--- src/rtl/io_bus_arbiter_pkg.sv ---
// Shared definitions for io_bus_arbiter: FSM state encodings, master ids and init constant.
package io_bus_arbiter_pkg;

  typedef enum logic [1:0] {
    IO_ARB_IDLE  = 2'd0,
    IO_ARB_ISSUE = 2'd1,
    IO_ARB_ACK   = 2'd2
  } io_arb_state_t;

  localparam logic IO_ARB_M0 = 1'b0;
  localparam logic IO_ARB_M1 = 1'b1;

  localparam logic [31:0] IO_INIT_32 = 32'h0000_0000;

endpackage

--- src/rtl/io_bus_arbiter_pick.sv ---
// Combinational winner selection for io_bus_arbiter: fixed priority or round-robin by pointer.
module io_arb_pick
  import io_bus_arbiter_pkg::*;
#(
  parameter bit FAIR = 1'b0
) (
  input  logic req0,
  input  logic req1,
  input  logic ptr,
  output logic valid,
  output logic winner
);

  always_comb begin
    valid  = req0 | req1;
    winner = IO_ARB_M0;
    if (req0 && req1) begin
      // ptr names the master that has priority on a tie
      winner = FAIR ? ptr : IO_ARB_M0;
    end else if (req1) begin
      winner = IO_ARB_M1;
    end
  end

endmodule

--- src/rtl/io_bus_arbiter.sv ---
// Two-master arbiter/sequencer for the memory-mapped I/O port (IDLE -> ISSUE -> ACK).
// Define IO_ARB_FAIR_EN for round-robin arbitration; default is fixed priority to master 0.
module io_bus_arbiter
  import io_bus_arbiter_pkg::*;
#(
  parameter int ADDR_W = 10,
  parameter int DATA_W = 32
) (
  input  logic              clk,
  input  logic              rst,
  input  logic              req0,
  input  logic              req1,
  input  logic              we0,
  input  logic              we1,
  input  logic [ADDR_W-1:0] addr0,
  input  logic [ADDR_W-1:0] addr1,
  input  logic [DATA_W-1:0] wdata0,
  input  logic [DATA_W-1:0] wdata1,
  output logic              ack0,
  output logic              ack1,
  output logic [DATA_W-1:0] rdata0,
  output logic [DATA_W-1:0] rdata1,
  output logic              busy,
  output logic              io_mem_write,
  output logic [ADDR_W-1:0] io_mem_addr,
  output logic [DATA_W-1:0] io_write_data,
  input  logic [DATA_W-1:0] io_read_data
);

  io_arb_state_t r_state, w_state_nxt;
  logic          r_grant;
  logic          w_valid, w_win, w_ptr;
  logic          w_grant_now;

  assign w_grant_now = (r_state == IO_ARB_IDLE) && w_valid;

`ifdef IO_ARB_FAIR_EN
  localparam bit FAIR = 1'b1;
  logic r_ptr;

  always_ff @(posedge clk or posedge rst) begin
    if (rst) begin
      r_ptr <= IO_ARB_M0;
    end else if (w_grant_now) begin
      r_ptr <= ~w_win;
    end
  end

  assign w_ptr = r_ptr;
`else
  localparam bit FAIR = 1'b0;
  assign w_ptr = IO_ARB_M0;
`endif

  io_arb_pick #(.FAIR(FAIR)) u_pick (
    .req0  (req0),
    .req1  (req1),
    .ptr   (w_ptr),
    .valid (w_valid),
    .winner(w_win)
  );

  always_ff @(posedge clk or posedge rst) begin
    if (rst) r_state <= IO_ARB_IDLE;
    else     r_state <= w_state_nxt;
  end

  always_comb begin
    w_state_nxt = r_state;
    unique case (r_state)
      IO_ARB_IDLE:  if (w_valid) w_state_nxt = IO_ARB_ISSUE;
      IO_ARB_ISSUE: w_state_nxt = IO_ARB_ACK;
      IO_ARB_ACK:   w_state_nxt = IO_ARB_IDLE;
      default:      w_state_nxt = IO_ARB_IDLE;
    endcase
  end

  always_ff @(posedge clk or posedge rst) begin
    if (rst) begin
      r_grant       <= IO_ARB_M0;
      ack0          <= 1'b0;
      ack1          <= 1'b0;
      busy          <= 1'b0;
      io_mem_write  <= 1'b0;
      io_mem_addr   <= '0;
      io_write_data <= '0;
      rdata0        <= '0;
      rdata1        <= '0;
    end else begin
      ack0 <= 1'b0;
      ack1 <= 1'b0;
      busy <= (w_state_nxt != IO_ARB_IDLE);
      unique case (r_state)
        IO_ARB_IDLE: begin
          if (w_valid) begin
            r_grant       <= w_win;
            io_mem_write  <= w_win ? we1    : we0;
            io_mem_addr   <= w_win ? addr1  : addr0;
            io_write_data <= w_win ? wdata1 : wdata0;
          end
        end
        IO_ARB_ISSUE: begin
          // read data is captured on the same edge that commits a write
          if (!io_mem_write) begin
            if (r_grant == IO_ARB_M0) rdata0 <= io_read_data;
            else                      rdata1 <= io_read_data;
          end
          io_mem_write <= 1'b0;
          ack0         <= (r_grant == IO_ARB_M0);
          ack1         <= (r_grant == IO_ARB_M1);
        end
        default: ;
      endcase
    end
  end

endmodule

--- config.mk ---
export PLATFORM = sky130hd
export DESIGN_NAME = io_bus_arbiter
export DESIGN_NICKNAME = d
export VERILOG_FILES = /design/src/rtl/io_bus_arbiter_pkg.sv /design/src/rtl/io_bus_arbiter_pick.sv /design/src/rtl/io_bus_arbiter.sv
export SDC_FILE = /design/constraint.sdc
export NUM_CORES = 1
export LEC_CHECK = 0
export ABC_AREA = 0
export BUFFER_PORTS_ARGS = -buffer_cell sky130_fd_sc_hd__clkbuf_2
export CAP_MARGIN = 20
export CORE_MARGIN = 1.5
export CORE_UTILIZATION = 49
export DETAILED_ROUTE_END_ITERATION = 16
export GPL_TIMING_DRIVEN = 0
export HOLD_SLACK_MARGIN = 0.05
export PLACE_DENSITY = 0.9
export SETUP_SLACK_MARGIN = 0.1
export SLEW_MARGIN = 20
export SYNTH_ARGS = -nofsm -noshare
export SYNTH_HDL_FRONTEND = slang
export SYNTH_HIERARCHICAL = 1
export SYNTH_SLANG_ARGS = --single-unit
--- constraint.sdc ---
create_clock -name clk -period 11.1 [get_ports clk]
set_clock_uncertainty 0.05 [all_clocks]
set_input_delay 3.33 -clock clk [delete_from_list [all_inputs] [get_ports clk]]
set_output_delay 3.33 -clock clk [all_outputs]
set_load 0.02 [all_outputs]
# Yosys cells after proc, flatten, opt, wreduce, memory -nomap -nowiden
# Index checks and enable logic that the tools add are counted.
# word_totals
regBits	113
input_bits	122
out_inout_bits	110
elab_cells	34
# op_classes
eq_ne	2
muxes	11
bitwise	3
reduce_logical	8
# op_table
cell	n
$mux W32	1
$mux W10	1
$mux W1	6
$reduce_and A3 Y1	2
$pmux W2 S2	1
$reduce_and A2 Y1	2
$reduce_bool A2 Y1	2
$eq A2 B1 Y1 const B	1
$logic_not A2 Y1	1
$mux W2	1
$ne A2 B1 Y1 const B	1
$not A1 Y1	2
$pmux W1 S2	1
$logic_and A1 B1 Y1	1
$or A1 B1 Y1	1

# Logic depth before layout (Yosys ltp)
# depth
ltp_word	5
depth_mapped	7

# By module
# Netlist, hierarchy kept.
# by_module_without_submodules
module	instances	cells_each	area_each_um2	seq_area_each_um2
io_bus_arbiter	1	341	4595.7	2827.7
io_arb_pick	1	2	12.5	0.0

# Worst setup path before layout
# Ideal clock, no wire load.
# synth_timing
kind	input -> register
start	input port req1
end	register io_mem_addr[0]
setup_ns	0.123
arrival_time_ns	4.225
required_time_ns	10.927
slack_ns	6.701
cell_stages	7
n_path_buf	3
path_cell_list	or2_1 or3b_1 buf_2 buf_6 buf_6 nand2_1 o21ai_1
# synth_via
elab_chain_len	3
# synth_rtl
item	line	source
start, declared	io_bus_arbiter.sv:12	input logic req1,
$mux W1 or $logic_and A1 B1 Y1 (tied branches)	io_bus_arbiter_pick.sv:20, io_bus_arbiter_pick.sv:17	
$mux W1	io_bus_arbiter_pick.sv:17	if (req0 && req1) begin
$mux W10	io_bus_arbiter.sv:98	io_mem_addr <= w_win ? addr1 : addr0;
end signal, assigned	io_bus_arbiter.sv:98	
end, declared	io_bus_arbiter.sv:25	output logic [ADDR_W-1:0] io_mem_addr,
# Parallel ways exist; a longest one is shown, timed or not.
# A chain may end at the register's enable or synchronous reset.

# Final worst setup path
# layout_timing
start	register io_mem_write
end	output port io_mem_write
# layout_lines
item	line	source
start, declared	io_bus_arbiter.sv:24	output logic io_mem_write,
start signal, assigned	io_bus_arbiter.sv:97	io_mem_write <= w_win ? we1 : we0;
# No word-level cell between the ends.

==> flow_summary.ini <==
[run_status]
status = finished clean

[critical_path]
path_delay_family = flip-flops
start_kind = register
end_kind = output pin
worst_ep_required_time_ns = 7.72
critPathMaxFanout = 4
arrival_ns = 1.19
critPathKind = reg -> out
r2r_slack_ns = 9.40
crit_chain = clkbuf_2
critPathBufInv = 1
slowest_delay_ns = 0.47
worst_path_max_delay_cell = dfrtp_1

[detailed_routing]
viasPerCell = 5.03
dr.pass1.iters = 4
drc_errors = 0
drtIter0Drc = 57
ant_nets = 0
wire_per_inst_um = 16.5
finalWirelength_um = 11800
route.vias.total = 3606

[clocking]
cts_buffer_depth = 2
cts-resized-gates = 0
post-cts-setup-buffers = 0
clkTransAtPathRegs_ns = 0.06
cts_tree = built
cts_sinks = 113
cts_max_level = 4
cts_buffers = 17
postCtsHoldBufs = 0
clock_latency_ns = 0.49
cts_root_buf = clkbuf_8

[floorplanning]
placeableCoreArea_um2 = 9150
die_h_um = 99.9
fp.dieW_um = 99.9
initial_utilization_pct = 50.3
ios = 232
rows = 35
fp.dieArea_um2 = 9990

[power_and_ir_drop]
worst_ir_drop_vdd_uv = 157
p_leak_nw = 3.38
power.density_nw_per_um2 = 335

[global_route]
antenna_found_initial = 0
grt_util_all_layers_pct = 24.1
grt_max_degree = 68
overflow = 0
grt_pass1_vias = 3734
grt_pass1_wl_um = 18700

[placed_design]
dpl.hpwl_um = 9030
numPortBuffers = 231
gp_congestion = 0.774
placed_cell_area_um2 = 5930

[final_layout]
layout_commonest_cell = clkbuf_2
area_delta_synth_final_pct = 43.0
fillCellCount = 638
insertedDiodeCount = 0
layout.nets = 715
drive_gt1_share_pct = 57.3
fin_area_um2 = 6590
mostFrequentLayoutCells = clkbuf_2, dfrtp_1, mux2_2, nand2_1, mux2i_1

[synthesis]
synthesis.nets = 464
avgSynthCellArea_um2 = 13.5
syn_inst = 342
syn_area_um2 = 4600
yosysWarnings = 6

[hold_path]
worstHoldPathType = reg -> reg

[sta]
grt_setup_unrepaired = false
hold_viol_final = 0
slew_headroom_pct = 70.4
setup_viol = 0
min_period_ns = 4.57
fmax_mhz = 219
tightest_slew_ns = 0.444
setup_tns_ns = 0
drv_slew = 0
fin_crit_sh_pct = 41.2

[job]
drv_cap = 0
## layer usage
metal | share of wire [%] | GRT usage (%) | up-vias
li1 | - | - | 1687
met1 | 38 | 27.2 | 1738
met2 | 52 | 43.2 | 169
met3 | 8.5 | 7.87 | 12
met4 | 1.0 | 7.58 | 0
met5 | 0 | 0 | -
## power by group
part	internal [mW]	total, mW	switching, mW
Sequential	0.619	0.739	0.119
Clock	0.411	0.602	0.191
Combinational	0.341	0.863	0.522
## per-stage QoR
step           hold slack (ns)  utilization (%)  total power [mW]  instances  worst slack [ns]
3_5_place_dp             0.420             64.8              1.61        685              6.40
2_1_floorplan            0.461                -              1.28        342              4.73
5_1_grt                  0.459             72.0              2.32        717              6.46
4_1_cts                  0.433             72.0              2.22        717              6.50
3_3_place_gp             0.414             64.5              1.57        684              3.72
6_report                 0.427             72.0              2.20        717              6.53
## final timing paths
kind,from,endpoint,cells after the start
setup / recovery,io_mem_write,io_mem_write,1
hold / removal,io_write_data[25],io_write_data[25],2
setup reg to reg,r_state[1],rdata1[4],4
hold reg to reg,io_write_data[25],io_write_data[25],2
max in group asynchronous,rst,rdata1[4],3
min in group asynchronous,rst,io_write_data[19],2
## layout make-up
class                   instances  area [µm²]  area share, %
well taps                     111         139           2.11
plain buffers                  21         141           2.15
repair buffers                232        1180           18.0
flip-flops and latches        113        2830           42.9
clock inverters                13         233           3.53
clock buffers                  19         422           6.40
multi-input cells             205        1620           24.7
inverters                       3        16.3          0.247
## registers in the layout, indices dropped and copies added (netlist names)
name / cells
io_write_data: 32
rdata1: 32
io_mem_addr: 10
r_grant: 1
ack1: 1
io_mem_write: 1
ack0: 1
r_state: 2
busy: 1
rdata0: 32
No activity file was read; power rests on OpenSTA's default activity.
